**src/rtl/mult_share_arbiter_if.sv**
```systemverilog
// Bundle of client request, response and multiplier-side signals for mult_share_arbiter.
// slave: arbiter view. master: the side that plays requesters, response sink and multiplier.
interface mult_share_arbiter_if #(
  parameter int unsigned NUM_REQ = 4,
  parameter int unsigned ID_W    = 2
);
  logic [NUM_REQ-1:0]    req_valid;
  logic [NUM_REQ*32-1:0] req_a;
  logic [NUM_REQ*32-1:0] req_b;
  logic [NUM_REQ-1:0]    req_ready;
  logic                  rsp_valid;
  logic                  rsp_ready;
  logic [63:0]           rsp_product;
  logic [ID_W-1:0]       rsp_id;
  logic                  rsp_err;
  logic                  mul_start;
  logic [31:0]           mul_a;
  logic [31:0]           mul_b;
  logic                  mul_busy;
  logic [63:0]           mul_product;

  modport slave (
    input  req_valid, req_a, req_b, rsp_ready, mul_busy, mul_product,
    output req_ready, rsp_valid, rsp_product, rsp_id, rsp_err, mul_start, mul_a, mul_b
  );

  modport master (
    output req_valid, req_a, req_b, rsp_ready, mul_busy, mul_product,
    input  req_ready, rsp_valid, rsp_product, rsp_id, rsp_err, mul_start, mul_a, mul_b
  );
endinterface

```
**src/rtl/mult_share_arbiter.sv**
```systemverilog
// Round-robin arbiter sharing one multi-cycle 32x32 multiplier among NUM_REQ requesters.
// One operation in flight; the result comes back on a single backpressured response port.
// ID_W must equal $clog2(NUM_REQ); TIMEOUT bounds the wait for the multiplier (4..255).
module mult_share_arbiter #(
  parameter int unsigned NUM_REQ = 4,
  parameter int unsigned ID_W    = 2,
  parameter int unsigned TIMEOUT = 16
) (
  input logic                 clk,
  input logic                 reset,
  mult_share_arbiter_if.slave bus
);

  typedef enum logic [2:0] {StIdle, StStart, StWaitHi, StWaitLo, StResp} state_e;

  state_e             state_q, state_d;
  logic [ID_W-1:0]    rr_q, rr_d;
  logic [ID_W-1:0]    id_q, id_d;
  logic [31:0]        a_q, a_d;
  logic [31:0]        b_q, b_d;
  logic [63:0]        prod_q, prod_d;
  logic               err_q, err_d;
  logic [7:0]         cnt_q, cnt_d;

  logic [NUM_REQ-1:0] grant;
  logic [ID_W-1:0]    grant_idx;
  logic               grant_any;
  logic [31:0]        sel_a, sel_b;
  logic               timeout_hit;

  // First valid requester at or above rr_q, wrapping around.
  always_comb begin
    int unsigned idx;
    grant     = '0;
    grant_idx = '0;
    grant_any = 1'b0;
    sel_a     = '0;
    sel_b     = '0;
    idx       = 0;
    for (int unsigned i = 0; i < NUM_REQ; i++) begin
      idx = (32'(rr_q) + i) % NUM_REQ;
      if (!grant_any && bus.req_valid[idx]) begin
        grant_any  = 1'b1;
        grant[idx] = 1'b1;
        grant_idx  = ID_W'(idx);
        sel_a      = bus.req_a[32*idx +: 32];
        sel_b      = bus.req_b[32*idx +: 32];
      end
    end
  end

  // Watchdog: this cycle is the TIMEOUT-th spent waiting on the multiplier.
  assign timeout_hit = ({1'b0, cnt_q} + 9'd1) >= 9'(TIMEOUT);

  // Next-state and Moore/Mealy outputs.
  always_comb begin
    state_d       = state_q;
    rr_d          = rr_q;
    id_d          = id_q;
    a_d           = a_q;
    b_d           = b_q;
    prod_d        = prod_q;
    err_d         = err_q;
    cnt_d         = cnt_q;
    bus.req_ready = '0;
    bus.mul_start = 1'b0;
    unique case (state_q)
      StIdle: begin
        // Ready only on the granted line, so a grant is always a transfer.
        bus.req_ready = grant;
        if (grant_any) begin
          a_d     = sel_a;
          b_d     = sel_b;
          id_d    = grant_idx;
          prod_d  = '0;
          err_d   = 1'b0;
          rr_d    = (grant_idx == ID_W'(NUM_REQ - 1)) ? '0 : grant_idx + 1'b1;
          state_d = StStart;
        end
      end
      StStart: begin
        bus.mul_start = 1'b1;
        cnt_d         = '0;
        state_d       = StWaitHi;
      end
      StWaitHi: begin
        cnt_d = cnt_q + 8'd1;
        if (bus.mul_busy) begin
          state_d = StWaitLo;
        end else if (timeout_hit) begin
          prod_d  = '0;
          err_d   = 1'b1;
          state_d = StResp;
        end
      end
      StWaitLo: begin
        cnt_d = cnt_q + 8'd1;
        if (!bus.mul_busy) begin
          prod_d  = bus.mul_product;
          err_d   = 1'b0;
          state_d = StResp;
        end else if (timeout_hit) begin
          prod_d  = '0;
          err_d   = 1'b1;
          state_d = StResp;
        end
      end
      StResp: begin
        if (bus.rsp_ready) begin
          state_d = StIdle;
        end
      end
      default: state_d = StIdle;
    endcase
  end

  // Registered outputs straight from the latches; they stay stable under backpressure.
  assign bus.rsp_valid   = (state_q == StResp);
  assign bus.rsp_product = prod_q;
  assign bus.rsp_id      = id_q;
  assign bus.rsp_err     = err_q;
  assign bus.mul_a       = a_q;
  assign bus.mul_b       = b_q;

  // State and datapath registers.
  always_ff @(posedge clk or negedge reset) begin
    if (!reset) begin
      state_q <= StIdle;
      rr_q    <= '0;
      id_q    <= '0;
      a_q     <= '0;
      b_q     <= '0;
      prod_q  <= '0;
      err_q   <= 1'b0;
      cnt_q   <= '0;
    end else begin
      state_q <= state_d;
      rr_q    <= rr_d;
      id_q    <= id_d;
      a_q     <= a_d;
      b_q     <= b_d;
      prod_q  <= prod_d;
      err_q   <= err_d;
      cnt_q   <= cnt_d;
    end
  end

endmodule

```
**src/flat_wrapper.sv**
```systemverilog
// flat-port wrapper written by rule: the top's interface ports become plain ports
module mult_share_arbiter_flat 
#(
  parameter int unsigned NUM_REQ = 4,
  parameter int unsigned ID_W    = 2,
  parameter int unsigned TIMEOUT = 16
)
  (clk, reset, bus_req_valid, bus_req_a, bus_req_b, bus_rsp_ready, bus_mul_busy, bus_mul_product, bus_req_ready, bus_rsp_valid, bus_rsp_product, bus_rsp_id, bus_rsp_err, bus_mul_start, bus_mul_a, bus_mul_b);
  mult_share_arbiter_if #(.NUM_REQ(NUM_REQ), .ID_W(ID_W)) bus_i ();
  input logic clk;
  input logic reset;
  input wire logic [$bits(bus_i.req_valid)-1:0] bus_req_valid;
  input wire logic [$bits(bus_i.req_a)-1:0] bus_req_a;
  input wire logic [$bits(bus_i.req_b)-1:0] bus_req_b;
  input wire logic [$bits(bus_i.rsp_ready)-1:0] bus_rsp_ready;
  input wire logic [$bits(bus_i.mul_busy)-1:0] bus_mul_busy;
  input wire logic [$bits(bus_i.mul_product)-1:0] bus_mul_product;
  output wire logic [$bits(bus_i.req_ready)-1:0] bus_req_ready;
  output wire logic [$bits(bus_i.rsp_valid)-1:0] bus_rsp_valid;
  output wire logic [$bits(bus_i.rsp_product)-1:0] bus_rsp_product;
  output wire logic [$bits(bus_i.rsp_id)-1:0] bus_rsp_id;
  output wire logic [$bits(bus_i.rsp_err)-1:0] bus_rsp_err;
  output wire logic [$bits(bus_i.mul_start)-1:0] bus_mul_start;
  output wire logic [$bits(bus_i.mul_a)-1:0] bus_mul_a;
  output wire logic [$bits(bus_i.mul_b)-1:0] bus_mul_b;
  assign bus_i.req_valid = bus_req_valid;
  assign bus_i.req_a = bus_req_a;
  assign bus_i.req_b = bus_req_b;
  assign bus_i.rsp_ready = bus_rsp_ready;
  assign bus_i.mul_busy = bus_mul_busy;
  assign bus_i.mul_product = bus_mul_product;
  assign bus_req_ready = bus_i.req_ready;
  assign bus_rsp_valid = bus_i.rsp_valid;
  assign bus_rsp_product = bus_i.rsp_product;
  assign bus_rsp_id = bus_i.rsp_id;
  assign bus_rsp_err = bus_i.rsp_err;
  assign bus_mul_start = bus_i.mul_start;
  assign bus_mul_a = bus_i.mul_a;
  assign bus_mul_b = bus_i.mul_b;
  mult_share_arbiter #(.NUM_REQ(NUM_REQ), .ID_W(ID_W), .TIMEOUT(TIMEOUT)) u_core (.clk(clk), .reset(reset), .bus(bus_i));
endmodule
```
**config.mk**
```make
export PLATFORM = sky130hd
export DESIGN_NAME = mult_share_arbiter_flat
export DESIGN_NICKNAME = d
export VERILOG_FILES = /design/src/rtl/mult_share_arbiter_if.sv /design/src/rtl/mult_share_arbiter.sv /design/src/flat_wrapper.sv
export SDC_FILE = /design/constraint.sdc
export NUM_CORES = 1
export LEC_CHECK = 0
export ABC_CLOCK_PERIOD_IN_PS = 3350
export BUFFER_PORTS_ARGS = -buffer_cell sky130_fd_sc_hd__buf_4
export CAP_MARGIN = 20
export CORE_AREA = 2 2 183 185
export DETAILED_ROUTE_END_ITERATION = 16
export DIE_AREA = 0 0 185 187
export PLACE_DENSITY = 0.75
export SETUP_SLACK_MARGIN = 0.4
export SYNTH_ARGS = -nofsm -noshare
export SYNTH_HDL_FRONTEND = slang
export SYNTH_SLANG_ARGS = --single-unit
```
**constraint.sdc**
```tcl
create_clock -name clk -period 3.35 [get_ports clk]
set_input_delay 0.335 -clock clk [delete_from_list [all_inputs] [get_ports clk]]
set_output_delay 0.335 -clock clk [all_outputs]
set_load 0.03 [all_outputs]
```
# [After elaboration in Yosys (flattened, before gate mapping)]
# Cells that the tools add are included.
[word_totals] register_bits=144 in_bits=328 output_inout_bits=137
[op_classes] n_addsub=6 magnitude_cmp=9 eq_ne=8 shift=8 muxes=56 n_bitwise=3 n_reduce_logical=17
[op_table] cell="128-bit by 8-bit indexed part select with 32-bit output" n=8
[op_table] cell="32-bit 2-to-1 mux" n=8
[op_table] cell="64-bit 2-to-1 mux" n=4
[op_table] cell="64-bit one-hot mux with 3 select lines" n=1
[op_table] cell="4-bit 2-to-1 mux" n=5
[op_table] cell="1-bit 2-to-1 mux" n=17
[op_table] cell="8-bit one-hot mux with 2 select lines" n=1
[op_table] cell="3-bit 2-to-1 mux" n=5
[op_table] cell="3-bit one-hot mux with 5 select lines" n=1
[op_table] cell="2-bit by 3-bit less-than comparator with 1-bit output (second input constant)" n=4
[op_table] cell="4-bit OR" n=3
[op_table] cell="2-bit 2-to-1 mux" n=5
[op_table] cell="8-bit by 1-bit adder with 9-bit output (second input constant)" n=1
[op_table] cell="9-bit by 5-bit >= comparator with 1-bit output (second input constant)" n=1
[op_table] cell="8-bit by 1-bit adder with 8-bit output (second input constant)" n=1
[op_table] cell="1-bit binary-select mux with 2-bit select" n=4
[op_table] cell="1-bit demux with 2-bit select" n=4
[op_table] cell="2-bit by 1-bit >= comparator with 1-bit output (second input constant)" n=4
[op_table] cell="1-bit logical AND" n=7
[op_table] cell="3-bit by 2-bit == test with 1-bit output (second input constant)" n=2
[op_table] cell="2-bit by 1-bit adder with 2-bit output (second input constant)" n=2
[op_table] cell="2-bit adder (second input constant)" n=2
[op_table] cell="2-bit inequality test (second input constant)" n=2
[op_table] cell="2-bit AND reduction" n=2
[op_table] cell="other kinds (11)" n=13

# [Longest topological paths before layout]
# Gate-level depths: netlist of the first run.
[depth] ltp_word=14 mapped_depth=16 mapped_depth_nobuf=9

# [Worst setup path after synthesis of the first run]
# OpenSTA, ideal clock, no wires.
[synth_timing] path_kind="flip-flop to output port" startpoint="reg u_core.rr_q[1]" endpoint="out bus_req_ready[2]" arrival_ns=3.198 required_ns=3.015 path_slack_ns=-0.183 path_stages_with_launch=15 path_cell_list="dfrtp_1 buf_2 buf_2 buf_4 inv_1 ha_1 buf_4 mux4_2 buf_2 nor2b_2 buf_6 buf_6 a221o_1 a21oi_1 nor3_1"
[synth_via] elab_chain_cells=13 word_cells_on_any_way=48 classes_between="3 x add/sub; 8 x order compare; 24 x mux; 3 x bitwise; 10 x reduce/logical"
[synth_lines] item="from (decl)" line_no="mult_share_arbiter.sv:17" text="logic [ID_W-1:0] rr_q, rr_d;"
[synth_lines] item="from (signal assigned)" line_no="mult_share_arbiter.sv:138" text="rr_q <= rr_d;"
[synth_lines] item="parallel branches: the longest is 11 deep, another holds 2-bit by 3-bit less-than comparator with 1-bit output"
[synth_lines] item="4-bit 2-to-1 mux (*)" line_no="mult_share_arbiter.sv:42" text="if (!grant_any && bus.req_valid[idx]) begin"
[synth_lines] item="4-bit 2-to-1 mux (*)" line_no="mult_share_arbiter.sv:67" text="unique case (state_q)"
[synth_lines] item="to (decl)" line_no="flat_wrapper.sv:18" text="output wire logic [$bits(bus_i.req_ready)-1:0] bus_req_ready;"
# Mark *: on every way between the ends. The select of a mux whose other input is x is not followed.

# [Worst setup path in the final report of the first run]
[layout_timing] startpoint="reg u_core.rr_q[1]" endpoint="out bus_req_ready[1]"
# Same word-level chain as after synthesis.

==> run_summary.xml, run 1 <==
<?xml version="1.0" encoding="UTF-8"?>
<metrics>
  <group name="status">
    <metric name="outcome" unit="">completed</metric>
  </group>
  <group name="yosys">
    <metric name="syn_nets" unit="">1382</metric>
    <metric name="synth-main-ff-cell" unit="">sky130_fd_sc_hd__dfrtp_1</metric>
    <metric name="syn_avg_cell_area" unit="sq um">13.1</metric>
    <metric name="most_frequent_cell_after_synthesis" unit="">sky130_fd_sc_hd__mux4_2</metric>
    <metric name="synth_edf_count" unit="">0</metric>
    <metric name="ys_seq_elements" unit="">144</metric>
    <metric name="syn-cell-area" unit="sq um">13700</metric>
    <metric name="synth_cell_type_count" unit="">40</metric>
    <metric name="synth.yosys.warnings" unit="">0</metric>
    <metric name="synthDominantAreaCellType" unit="">sky130_fd_sc_hd__mux4_2</metric>
    <metric name="ys_seq_area_share" unit="%">26.4</metric>
    <metric name="ys_top_cells_by_count" unit="">sky130_fd_sc_hd__mux4_2, sky130_fd_sc_hd__dfrtp_1, sky130_fd_sc_hd__a22o_1</metric>
    <metric name="synthTopCellsByArea" unit="">sky130_fd_sc_hd__mux4_2, sky130_fd_sc_hd__dfrtp_1, sky130_fd_sc_hd__a22o_1</metric>
    <metric name="post-synth-top-area-fraction" unit="%">42.5</metric>
    <metric name="synth_cells" unit="">1047</metric>
    <metric name="postSynth.asyncResetShare" unit="%">100</metric>
  </group>
  <group name="clocking">
    <metric name="cts.htree.levels" unit="">4</metric>
    <metric name="cts_inserted_buffers" unit="">17</metric>
    <metric name="cts-root-to-sink-buffers" unit="">2</metric>
    <metric name="worst_setup_hold_path_clk_slew" unit="ns">0.07</metric>
    <metric name="worstSkewPairLatency" unit="ns">0.43</metric>
    <metric name="root_buffer" unit="">sky130_fd_sc_hd__clkbuf_16</metric>
    <metric name="clock-sinks" unit="">144</metric>
    <metric name="tritoncts" unit="">done</metric>
  </group>
  <group name="floorplanning">
    <metric name="floorplan.rows" unit="">67</metric>
    <metric name="floorplan.io_pins" unit="">465</metric>
    <metric name="die_width" unit="um">185</metric>
    <metric name="starting_density_of_the_core" unit="%">41.6</metric>
    <metric name="fp.dieH" unit="um">187</metric>
    <metric name="core_area" unit="sq um">32900</metric>
    <metric name="die_footprint" unit="sq um">34600</metric>
  </group>
  <group name="power_and_ir_drop">
    <metric name="design_internal_power" unit="mW">10.4</metric>
    <metric name="sw_frac_of_total" unit="%">44.6</metric>
    <metric name="power.density" unit="nW/um^2">1010</metric>
    <metric name="part_of_the_total_power_dissipated_in_sequential_elements" unit="%">15.4</metric>
    <metric name="vdd.ir_drop.worst" unit="uV">784</metric>
    <metric name="clock_power_share" unit="%">11.1</metric>
    <metric name="switching_power" unit="mW">8.38</metric>
    <metric name="static-leakage-power" unit="nW">7.83</metric>
    <metric name="share_comb_of_total_power" unit="%">73.6</metric>
  </group>
  <group name="worst_setup_path">
    <metric name="cp_class" unit="">reg2out</metric>
    <metric name="end_kind" unit="">primary output</metric>
    <metric name="worst_path_arrival_time" unit="ns">2.68</metric>
    <metric name="startpoint" unit="">u_core.rr_q[1]$_DFFE_PN0P_</metric>
    <metric name="critical_path.max_fanout" unit="">6</metric>
    <metric name="crit-reg2reg-launch" unit="">u_core.rr_q[1]$_DFFE_PN0P_</metric>
    <metric name="setup.worst_path.start_class" unit="">register</metric>
    <metric name="required" unit="ns">3.01</metric>
  </group>
  <group name="sta">
    <metric name="timing.final.hold_violations" unit="">0</metric>
    <metric name="post-route-worst-setup-slack" unit="ns">0.331</metric>
    <metric name="final-setup-viol-count" unit="">0</metric>
    <metric name="finalClockSkew" unit="ns">0.0144</metric>
    <metric name="max-slew-margin-rel" unit="%">33.7</metric>
    <metric name="tightestPinTransition" unit="ns">0.994</metric>
    <metric name="report.final.slew_viol_count" unit="">0</metric>
    <metric name="fin_crit_sh" unit="%">90.1</metric>
    <metric name="unrepaired_setup_endpoints_after_global_routing" unit="">yes</metric>
    <metric name="setup_tns" unit="ns">0</metric>
    <metric name="final.min_clock_period" unit="ns">3.02</metric>
    <metric name="upper_clock_frequency_limit" unit="MHz">331</metric>
  </group>
  <group name="detailed_routing">
    <metric name="postRouteWirelength" unit="mm">47.2</metric>
    <metric name="wl_per_cell" unit="um">24.6</metric>
    <metric name="antenna_violating_nets_left" unit="">0</metric>
    <metric name="viasPerCell" unit="">6.44</metric>
    <metric name="num_vias" unit="">12342</metric>
    <metric name="drt_drc_violations_left" unit="">0</metric>
    <metric name="detailed_route_iter0_violations" unit="">752</metric>
    <metric name="drt-pass1-iter-count" unit="">5</metric>
  </group>
  <group name="worst_hold_path">
    <metric name="worstHoldStart" unit="">bus_mul_product[42]</metric>
    <metric name="min-delay-path-class" unit="">in2reg</metric>
  </group>
  <group name="cells_and_area">
    <metric name="layout-area-overhead-vs-synth" unit="%">35.4</metric>
    <metric name="final_layout_size_suffix_gt1_share" unit="%">57.0</metric>
    <metric name="finalNetCount" unit="">1787</metric>
    <metric name="filler_cell_count" unit="">2754</metric>
  </group>
  <group name="placed_design">
    <metric name="dp_hpwl" unit="mm">30.3</metric>
    <metric name="finalWeightedCongestion" unit="">0.840</metric>
    <metric name="port_buffers" unit="">464</metric>
    <metric name="dp_worst_setup_slack" unit="ns">0.0386</metric>
  </group>
  <group name="job">
    <metric name="max_cap_violations" unit="">0</metric>
  </group>
  <group name="grt">
    <metric name="first_pass_grt_wire_length" unit="mm">72.2</metric>
    <metric name="largest_net_degree_at_the_start_of_global_routing" unit="">68</metric>
    <metric name="antenna_found_initial" unit="">5</metric>
    <metric name="grt.overflow.total" unit="">0</metric>
    <metric name="grt_usage" unit="%">27.2</metric>
    <metric name="first_global_vias" unit="">12765</metric>
  </group>
</metrics>
[worst max-delay path, stage by stage (launching register included)]
cell and delay [ns]:
sky130_fd_sc_hd__dfrtp_4 0.43, sky130_fd_sc_hd__inv_4 0.04, sky130_fd_sc_hd__ha_4 0.30, sky130_fd_sc_hd__mux4_2 0.57
sky130_fd_sc_hd__clkbuf_16 0.19, sky130_fd_sc_hd__a221o_1 0.35, sky130_fd_sc_hd__a21oi_2 0.16, sky130_fd_sc_hd__nor3_4 0.05
sky130_fd_sc_hd__buf_6 0.16
[sequential cells by signal, summed over array words and instances (netlist names)]
name                    count
u_core.bus.mul_a           32
u_core.bus.mul_b           32
u_core.bus.rsp_err          1
u_core.bus.rsp_id           2
u_core.bus.rsp_product     64
u_core.cnt_q                8
u_core.rr_q                 2
u_core.state_q              3
[power groups by stage]
stage	Sequential [mW]	Combinational, mW	Clock (mW)
final	2.89	13.8	2.08
after floorplan	3.99	8.83	0
after CTS	2.88	13.9	2.12
after detailed placement	2.90	12.9	0
after global routing	2.96	14.7	2.21
after global placement	2.89	12.6	0
[logic make-up (layout without fill, tap and decap cells)]
kind of cell / Yosys count / count (layout) / synth area share, %
buffers and inverters: 137 / 554 / 5.13
AO/OA/AOI/OAI: 268 / 268 / 14.7
flip-flops: 144 / 144 / 26.4
multiplexers: 330 / 330 / 47.8
AND/OR/NAND/NOR: 161 / 162 / 5.37
adder cells (fa/ha/maj): 7 / 7 / 0.641
other: 0 / 4 / 0
[repair_timing]
item | in CTS | in global routing
hold buffers | 1 | 0
endpoints found under the hold margin | 60 | 0
pin swaps | 10 | 5
buffers inserted | 14 | 1
setup endpoints to repair | 70 | 23
gates cloned | 7 | 0
resized for setup | 21 | 8
[routing by layer]
layer / part of all wire (%) / track usage (%) / up-vias
li1: - / - / 5249
met1: 36 / 33.1 / 6281
met2: 51 / 45.5 / 692
met3: 8.7 / 6.41 / 118
met4: 4.1 / 13.1 / 2
met5: 0.028 / 0 / -
[worst paths after layout]
path	to	slack, ns	cells after the start
max	bus_req_ready[1]	0.33	8
min	u_core.bus.rsp_product[42]$_DFFE_PN0P_	0.14	2
max reg2reg	u_core.rr_q[0]$_DFFE_PN0P_	0.53	11
min reg2reg	u_core.bus.rsp_product[56]$_DFFE_PN0P_	0.50	1
max in group asynchronous	u_core.bus.rsp_product[4]$_DFFE_PN0P_	2.04	3
min in group asynchronous	u_core.bus.mul_b[16]$_DFFE_PN0P_	0.49	2
[through the flow]
step | total power [mW] | util [%] | area [sq um] | std cells | hold WS (ns)
6_report | 18.8 | 56.3 | 18500 | 1917 | 0.138
5_1_grt | 19.9 | 56.3 | 18500 | 1917 | 0.119
4_1_cts | 18.9 | 56.2 | 18500 | 1912 | 0.120
3_5_place_dp | 15.8 | 53.1 | 17400 | 1858 | 0.394
3_3_place_gp | 15.4 | 53.0 | 17400 | 1857 | 0.399
2_1_floorplan | 12.8 | - | 13800 | 1047 | 0.0394
[placed cells by master, fill, tap and decap left out, types with 4 or more instances in the layout]
| cell type | Yosys | layout |
|---|---|---|
| sky130_fd_sc_hd__o21ai_0 | 14 | 13 |
| sky130_fd_sc_hd__ha_1 | 7 | 5 |
| sky130_fd_sc_hd__bufbuf_16 | 0 | 6 |
| sky130_fd_sc_hd__o22ai_1 | 31 | 31 |
| sky130_fd_sc_hd__a21oi_2 | 2 | 7 |
| sky130_fd_sc_hd__buf_4 | 5 | 492 |
| sky130_fd_sc_hd__mux4_2 | 258 | 258 |
| sky130_fd_sc_hd__buf_6 | 13 | 8 |
| sky130_fd_sc_hd__nand2_1 | 46 | 46 |
| sky130_fd_sc_hd__inv_6 | 0 | 5 |
| sky130_fd_sc_hd__nor3_1 | 11 | 7 |
| sky130_fd_sc_hd__a22o_1 | 131 | 131 |
| sky130_fd_sc_hd__nor2_1 | 45 | 44 |
| sky130_fd_sc_hd__diode_2 | 0 | 4 |
| sky130_fd_sc_hd__nor2b_1 | 6 | 6 |
| sky130_fd_sc_hd__a221o_1 | 4 | 4 |
| sky130_fd_sc_hd__nor3_4 | 0 | 5 |
| sky130_fd_sc_hd__mux2i_1 | 70 | 69 |
| sky130_fd_sc_hd__inv_1 | 7 | 5 |
| sky130_fd_sc_hd__clkbuf_16 | 0 | 18 |
| sky130_fd_sc_hd__o211ai_1 | 33 | 33 |
| sky130_fd_sc_hd__dfrtp_1 | 144 | 142 |
| sky130_fd_sc_hd__nand3_1 | 37 | 36 |
| sky130_fd_sc_hd__a21oi_1 | 46 | 41 |
[final cells by class]
cell class	instances	area, sq um	area share [%]
Timing Repair Buffer	515	4160	22.5
Multi-Input combinational cell	767	9520	51.4
Sequential cell	144	3610	19.5
Antenna cell	4	10.0	0.0541
Tap cell	448	561	3.03
Clock buffer	19	443	2.39
Inverter	7	28.8	0.156
Clock inverter	13	174	0.940
(Power assumes the default switching activity.)
==> inputs of run 2 (changes only) <==
--- a/config.mk
+++ b/config.mk
@@ -6,5 +6,5 @@
 export NUM_CORES = 1
 export LEC_CHECK = 0
-export ABC_CLOCK_PERIOD_IN_PS = 3350
+export ABC_CLOCK_PERIOD_IN_PS = 3650
 export BUFFER_PORTS_ARGS = -buffer_cell sky130_fd_sc_hd__buf_4
 export CAP_MARGIN = 20
@@ -12,5 +12,5 @@
 export DETAILED_ROUTE_END_ITERATION = 16
 export DIE_AREA = 0 0 185 187
-export PLACE_DENSITY = 0.75
+export PLACE_DENSITY = 0.73
 export SETUP_SLACK_MARGIN = 0.4
 export SYNTH_ARGS = -nofsm -noshare
==> constraint.sdc (replaced) <==
create_clock -name clk -period 3.65 [get_ports clk]
set_input_delay 0.365 -clock clk [delete_from_list [all_inputs] [get_ports clk]]
set_output_delay 0.365 -clock clk [all_outputs]
set_load 0.05 [all_outputs]
==> run_summary.xml, run 2 (same netlist as run 1, synthesis figures left out) <==
<?xml version="1.0" encoding="UTF-8"?>
<metrics>
  <group name="detailed_routing">
    <metric name="postRouteWirelength" unit="mm">47.0</metric>
    <metric name="antenna_violating_nets_left" unit="">0</metric>
    <metric name="detailed_route_iter0_violations" unit="">825</metric>
    <metric name="drt-pass1-iter-count" unit="">5</metric>
    <metric name="viasPerCell" unit="">6.49</metric>
    <metric name="num_vias" unit="">12402</metric>
    <metric name="drt_drc_violations_left" unit="">0</metric>
    <metric name="wl_per_cell" unit="um">24.6</metric>
  </group>
  <group name="cells_and_area">
    <metric name="mostFrequentLayoutCell" unit="">sky130_fd_sc_hd__buf_4</metric>
    <metric name="layout-area-overhead-vs-synth" unit="%">34.5</metric>
    <metric name="ff_latch_area" unit="sq um">3610</metric>
    <metric name="final_cell_count_no_fill" unit="">1910</metric>
    <metric name="final_layout_size_suffix_gt1_share" unit="%">56.9</metric>
    <metric name="largest_register_ffs" unit="">64</metric>
    <metric name="finalNetCount" unit="">1784</metric>
    <metric name="multiInputGateArea" unit="sq um">9500</metric>
    <metric name="layout.cells.most_common_list" unit="">sky130_fd_sc_hd__buf_4, sky130_fd_sc_hd__mux4_2, sky130_fd_sc_hd__dfrtp_1, sky130_fd_sc_hd__a22o_1, sky130_fd_sc_hd__mux2i_1</metric>
    <metric name="filler_cell_count" unit="">2700</metric>
    <metric name="finish.instance_area" unit="sq um">18400</metric>
  </group>
  <group name="floorplanning">
    <metric name="die_width" unit="um">185</metric>
    <metric name="floorplan.rows" unit="">67</metric>
    <metric name="die_footprint" unit="sq um">34600</metric>
    <metric name="floorplan.io_pins" unit="">465</metric>
    <metric name="starting_density_of_the_core" unit="%">41.6</metric>
    <metric name="fp.dieH" unit="um">187</metric>
    <metric name="core_area" unit="sq um">32900</metric>
  </group>
  <group name="placed_design">
    <metric name="finalWeightedCongestion" unit="">0.839</metric>
    <metric name="placed_cells_incl_taps" unit="">1854</metric>
    <metric name="port_buffers" unit="">464</metric>
    <metric name="dp_hpwl" unit="mm">30.2</metric>
    <metric name="cell_area_reported_after_detailed_placement" unit="sq um">17400</metric>
  </group>
  <group name="clocking">
    <metric name="root_buffer" unit="">sky130_fd_sc_hd__clkbuf_16</metric>
    <metric name="worst_setup_hold_path_clk_slew" unit="ns">0.07</metric>
    <metric name="cts.htree.levels" unit="">4</metric>
    <metric name="cts_inserted_buffers" unit="">17</metric>
    <metric name="clock-sinks" unit="">144</metric>
    <metric name="worstSkewPairLatency" unit="ns">0.43</metric>
    <metric name="tritoncts" unit="">done</metric>
    <metric name="cts-root-to-sink-buffers" unit="">2</metric>
  </group>
  <group name="power_and_ir_drop">
    <metric name="power.density" unit="nW/um^2">979</metric>
    <metric name="part_of_the_total_power_dissipated_in_sequential_elements" unit="%">14.8</metric>
    <metric name="clock_power_share" unit="%">10.0</metric>
    <metric name="sw_frac_of_total" unit="%">48.1</metric>
    <metric name="design_internal_power" unit="mW">9.35</metric>
    <metric name="switching_power" unit="mW">8.65</metric>
    <metric name="vdd.ir_drop.worst" unit="uV">1170</metric>
    <metric name="static-leakage-power" unit="nW">7.77</metric>
    <metric name="share_comb_of_total_power" unit="%">75.2</metric>
  </group>
  <group name="job">
    <metric name="max_cap_violations" unit="">0</metric>
  </group>
  <group name="worst_setup_path">
    <metric name="setup.worst_path.start_class" unit="">register</metric>
    <metric name="critical_path.max_fanout" unit="">31</metric>
    <metric name="timing.critical_path.mode_cell" unit="">sky130_fd_sc_hd__buf_4</metric>
    <metric name="worst_path_arrival_time" unit="ns">3.52</metric>
    <metric name="timing.critical_path.slowest_stage_cell" unit="">sky130_fd_sc_hd__mux4_2</metric>
    <metric name="end_kind" unit="">register</metric>
    <metric name="worstPathCellList" unit="">clkinvlp_4, ha_4, mux4_2, buf_6, nor2b_4, buf_4, buf_4, a22o_1, mux2i_1, o211ai_1</metric>
    <metric name="crit_path_max_incr_delay" unit="ns">0.57</metric>
    <metric name="required" unit="ns">3.98</metric>
    <metric name="cp_class" unit="">reg2reg</metric>
  </group>
  <group name="grt">
    <metric name="antenna_found_initial" unit="">1</metric>
    <metric name="first_pass_grt_wire_length" unit="mm">69.8</metric>
    <metric name="grt.overflow.total" unit="">0</metric>
    <metric name="first_global_vias" unit="">12344</metric>
    <metric name="largest_net_degree_at_the_start_of_global_routing" unit="">108</metric>
    <metric name="grt_usage" unit="%">26.3</metric>
  </group>
  <group name="sta">
    <metric name="tightestPinTransition" unit="ns">1.02</metric>
    <metric name="finalClockSkew" unit="ns">0.0153</metric>
    <metric name="final.min_clock_period" unit="ns">3.19</metric>
    <metric name="upper_clock_frequency_limit" unit="MHz">314</metric>
    <metric name="timing.final.hold_violations" unit="">0</metric>
    <metric name="final-setup-viol-count" unit="">0</metric>
    <metric name="report.final.slew_viol_count" unit="">0</metric>
    <metric name="fin_crit_sh" unit="%">87.3</metric>
    <metric name="unrepaired_setup_endpoints_after_global_routing" unit="">yes</metric>
    <metric name="setup_tns" unit="ns">0</metric>
    <metric name="max-slew-margin-rel" unit="%">32.1</metric>
    <metric name="timing.hold.ws" unit="ns">0.0508</metric>
  </group>
  <group name="worst_hold_path">
    <metric name="min-delay-path-class" unit="">in2async</metric>
  </group>
  <group name="status">
    <metric name="outcome" unit="">completed</metric>
  </group>
</metrics>
run 2: cell type report:
cell class	instances	share of cell area, %
flip-flops and latches	144	19.6
inverters	7	0.184
repair buffers	512	22.3
clock buffers	17	2.31
clock inverters	14	0.803
well taps	448	3.05
diodes	1	0.0136
multi-input cells	767	51.7
run 2: metrics by stage:
step           utilization, %  power, mW  setup WS, ns
3_3_place_gp             53.0       15.1         0.511
2_1_floorplan               -       12.6         0.403
3_5_place_dp             53.0       15.4         0.423
5_1_grt                  55.9       19.0         0.361
4_1_cts                  55.5       17.8         0.397
6_report                 55.9       18.0         0.464
run 2: path summary, 6_finish.rpt:
check	to	cells after the start	startpoint	slack [ns]
max	u_core.bus.mul_b[8]$_DFFE_PN0P_	10	u_core.rr_q[1]$_DFFE_PN0P_	0.46
min	u_core.bus.mul_a[19]$_DFFE_PN0P_	1	reset	0.05
max reg2reg	u_core.bus.mul_b[8]$_DFFE_PN0P_	10	u_core.rr_q[1]$_DFFE_PN0P_	0.46
min reg2reg	u_core.bus.rsp_product[48]$_DFFE_PN0P_	1	u_core.bus.rsp_product[48]$_DFFE_PN0P_	0.50
max in group asynchronous	u_core.bus.rsp_product[14]$_DFFE_PN0P_	2	reset	2.59
min in group clk	u_core.bus.rsp_product[50]$_DFFE_PN0P_	2	bus_mul_product[50]	0.16
run 2: power groups by stage:
stage / registers [mW] / clock network, mW / logic, mW
final: 2.67 / 1.80 / 13.5
after floorplan: 4.49 / 0 / 8.08
after detailed placement: 2.70 / 0 / 12.7
after CTS: 2.67 / 1.83 / 13.3
after global placement: 2.68 / 0 / 12.5
after global routing: 2.73 / 1.91 / 14.3
run 2: timing repair:
item	in CTS	in global routing
gates resized for setup	15	3
cloned	5	2
setup buffers	8	9
pin swaps	4	3
endpoints found under the setup margin	4	34
hold buffers	0	0
run 2: routing by layer:
layer	vias up	global-route usage [%]	share of wire, %
li1	5252	-	-
met1	6226	31.2	35
met2	821	44.8	51
met3	103	7.46	11
met4	0	10.8	3.7
met5	-	0	0
run 2: worst max-delay path, delay by kind of cell, from the launching register on:
family / cells / cell delay, ns
buffers and inverters: 4 / 1.05
muxes: 2 / 0.64
DFF: 1 / 0.44
AOI/OAI and AO/OA: 2 / 0.42
adders and majority gates: 1 / 0.30
and+or+nand+nor: 1 / 0.18
==> inputs of run 3 (changes only) <==
- CELL_PAD_IN_SITES_DETAIL_PLACEMENT: default -> 0
- CELL_PAD_IN_SITES_GLOBAL_PLACEMENT: default -> 1
- CORE_AREA: 2 2 183 185 -> 2 2 180 182
- DIE_AREA: 0 0 185 187 -> 0 0 182 184
- PLACE_DENSITY: 0.73 -> 0.91
==> run_summary.xml, run 3 (same netlist as run 1, synthesis figures left out) <==
<?xml version="1.0" encoding="UTF-8"?>
<metrics>
  <group name="worst_setup_path">
    <metric name="cp_class" unit="">reg2out</metric>
    <metric name="worst-r2r-cell-count" unit="">9</metric>
    <metric name="setup.worst_path.start_class" unit="">register</metric>
    <metric name="worst_path_arrival_time" unit="ns">2.83</metric>
    <metric name="critical_path.max_fanout" unit="">8</metric>
    <metric name="crit-reg2reg-launch" unit="">u_core.rr_q[0]$_DFFE_PN0P_</metric>
    <metric name="r2r_slack" unit="ns">0.65</metric>
    <metric name="end_kind" unit="">primary output</metric>
    <metric name="required" unit="ns">3.28</metric>
    <metric name="regToRegEndpoint" unit="">u_core.bus.mul_b[22]$_DFFE_PN0P_</metric>
  </group>
  <group name="sta">
    <metric name="tightestPinTransition" unit="ns">0.921</metric>
    <metric name="final.min_clock_period" unit="ns">3.19</metric>
    <metric name="setup_tns" unit="ns">0</metric>
    <metric name="max-slew-margin-rel" unit="%">38.6</metric>
    <metric name="fin_crit_sh" unit="%">87.5</metric>
    <metric name="upper_clock_frequency_limit" unit="MHz">313</metric>
    <metric name="post-route-worst-setup-slack" unit="ns">0.458</metric>
    <metric name="finalClockSkew" unit="ns">0.0172</metric>
    <metric name="unrepaired_setup_endpoints_after_global_routing" unit="">yes</metric>
    <metric name="timing.hold.ws" unit="ns">0.0368</metric>
    <metric name="timing.final.hold_violations" unit="">0</metric>
    <metric name="final-setup-viol-count" unit="">0</metric>
    <metric name="report.final.slew_viol_count" unit="">0</metric>
  </group>
  <group name="floorplanning">
    <metric name="floorplan.rows" unit="">65</metric>
    <metric name="die_footprint" unit="sq um">33500</metric>
    <metric name="die_width" unit="um">182</metric>
    <metric name="starting_density_of_the_core" unit="%">43.5</metric>
    <metric name="fp.dieH" unit="um">184</metric>
    <metric name="core_area" unit="sq um">31400</metric>
    <metric name="floorplan.io_pins" unit="">465</metric>
  </group>
  <group name="clocking">
    <metric name="root_buffer" unit="">sky130_fd_sc_hd__clkbuf_16</metric>
    <metric name="cts_inserted_buffers" unit="">17</metric>
    <metric name="cts-root-to-sink-buffers" unit="">2</metric>
    <metric name="tritoncts" unit="">done</metric>
    <metric name="cts.htree.levels" unit="">4</metric>
    <metric name="ctsHoldBuffers" unit="">0</metric>
    <metric name="worstSkewPairLatency" unit="ns">0.44</metric>
    <metric name="worst_setup_hold_path_clk_slew" unit="ns">0.07</metric>
    <metric name="clock-sinks" unit="">144</metric>
  </group>
  <group name="cells_and_area">
    <metric name="insertedDiodeCount" unit="">0</metric>
    <metric name="finalNetCount" unit="">1767</metric>
    <metric name="final_layout_size_suffix_gt1_share" unit="%">56.1</metric>
    <metric name="finish.instance_area" unit="sq um">18100</metric>
    <metric name="largest_register_ffs" unit="">64</metric>
    <metric name="layout.cells.most_common_list" unit="">sky130_fd_sc_hd__buf_4, sky130_fd_sc_hd__mux4_2, sky130_fd_sc_hd__dfrtp_1, sky130_fd_sc_hd__a22o_1, sky130_fd_sc_hd__mux2i_1</metric>
    <metric name="mostFrequentLayoutCell" unit="">sky130_fd_sc_hd__buf_4</metric>
    <metric name="layout-area-overhead-vs-synth" unit="%">32.3</metric>
  </group>
  <group name="detailed_routing">
    <metric name="routedLengthMet1" unit="mm">16.5</metric>
    <metric name="routed-wl-met2" unit="mm">22.8</metric>
    <metric name="wl_per_cell" unit="um">24.4</metric>
    <metric name="drt-pass1-iter-count" unit="">5</metric>
    <metric name="drt_drc_violations_left" unit="">0</metric>
    <metric name="route.met3.wl" unit="mm">4.12</metric>
    <metric name="topRoutingLayerUsed" unit="">met4</metric>
    <metric name="antenna_violating_nets_left" unit="">0</metric>
    <metric name="num_vias" unit="">12188</metric>
    <metric name="detailed_route_iter0_violations" unit="">882</metric>
    <metric name="viasPerCell" unit="">6.60</metric>
    <metric name="postRouteWirelength" unit="mm">45.1</metric>
  </group>
  <group name="placed_design">
    <metric name="port_buffers" unit="">464</metric>
    <metric name="dp_worst_setup_slack" unit="ns">0.380</metric>
    <metric name="finalWeightedCongestion" unit="">0.830</metric>
    <metric name="cell_area_reported_after_detailed_placement" unit="sq um">17400</metric>
    <metric name="dp_hpwl" unit="mm">30.2</metric>
  </group>
  <group name="power_and_ir_drop">
    <metric name="power.density" unit="nW/um^2">964</metric>
    <metric name="vdd.ir_drop.worst" unit="uV">724</metric>
    <metric name="static-leakage-power" unit="nW">7.63</metric>
  </group>
  <group name="grt">
    <metric name="first_pass_grt_wire_length" unit="mm">69.2</metric>
    <metric name="grt_usage" unit="%">26.6</metric>
    <metric name="first_global_vias" unit="">12219</metric>
    <metric name="grt.overflow.total" unit="">0</metric>
    <metric name="antenna_found_initial" unit="">0</metric>
    <metric name="largest_net_degree_at_the_start_of_global_routing" unit="">114</metric>
  </group>
  <group name="job">
    <metric name="max_cap_violations" unit="">0</metric>
  </group>
  <group name="status">
    <metric name="outcome" unit="">completed</metric>
  </group>
  <group name="worst_hold_path">
    <metric name="min-delay-path-class" unit="">in2async</metric>
  </group>
</metrics>
==> run 3: layout make-up <==
type | count | area [sq um]
fill | 2538 | 13300
multi-input combinational | 766 | 9480
timing repair buffer | 496 | 3880
sequential | 144 | 3610
tap | 402 | 503
clock buffer | 18 | 439
clock inverter | 14 | 148
inverter | 7 | 26.3
==> run 3: worst max-delay path by stage <==
stage / cells after the start / to / from
6_report: 7 / bus_req_ready[0] / u_core.rr_q[0]$_DFFE_PN0P_
5_1_grt: 8 / bus_req_ready[0] / u_core.rr_q[0]$_DFFE_PN0P_
4_1_cts: 7 / bus_req_ready[2] / u_core.rr_q[0]$_DFFE_PN0P_
3_5_place_dp: 8 / u_core.bus.mul_a[15]$_DFFE_PN0P_ / u_core.rr_q[1]$_DFFE_PN0P_
3_3_place_gp: 7 / bus_req_ready[2] / u_core.rr_q[1]$_DFFE_PN0P_
2_1_floorplan: 14 / bus_req_ready[2] / u_core.rr_q[1]$_DFFE_PN0P_
==> run 3: what timing repair did <==
action,in CTS,in global routing
hold endpoints to repair,0,0
endpoints found under the setup margin,13,5
gates cloned,1,1
buffers inserted,4,2
gates resized for setup,1,6
pin swaps,1,0
==> run 3: report_power, final <==
part	internal [mW]	switching [mW]	total (mW)
Sequential	2.23	0.421	2.65
Combinational	5.84	7.11	13.0
Clock	0.984	0.837	1.82
Total	9.06	8.37	17.4
==> run 3: routing by layer <==
layer  vias to the layer above  GRT usage, %
li1                       5205             -
met1                      6210          32.4
met2                       684          45.4
met3                        89          6.12
met4                         0          11.8
met5                         -             0
==> run 3: stage by stage <==
step	power, mW	util [%]	instances
after global routing	18.5	57.6	1847
final	17.4	57.6	1847
after detailed placement	15.4	55.3	1807
after CTS	17.4	57.4	1844
after floorplan	12.6	-	1047
after global placement	15.2	55.3	1807
==> run 3: worst max-delay path: stages (launching register included) <==
cell,delay (ns)
sky130_fd_sc_hd__dfrtp_4,0.47
sky130_fd_sc_hd__inv_1,0.15
sky130_fd_sc_hd__ha_4,0.31
sky130_fd_sc_hd__mux4_2,0.60
sky130_fd_sc_hd__a221o_1,0.39
sky130_fd_sc_hd__a21oi_1,0.21
sky130_fd_sc_hd__nor3_4,0.05
sky130_fd_sc_hd__buf_4,0.21
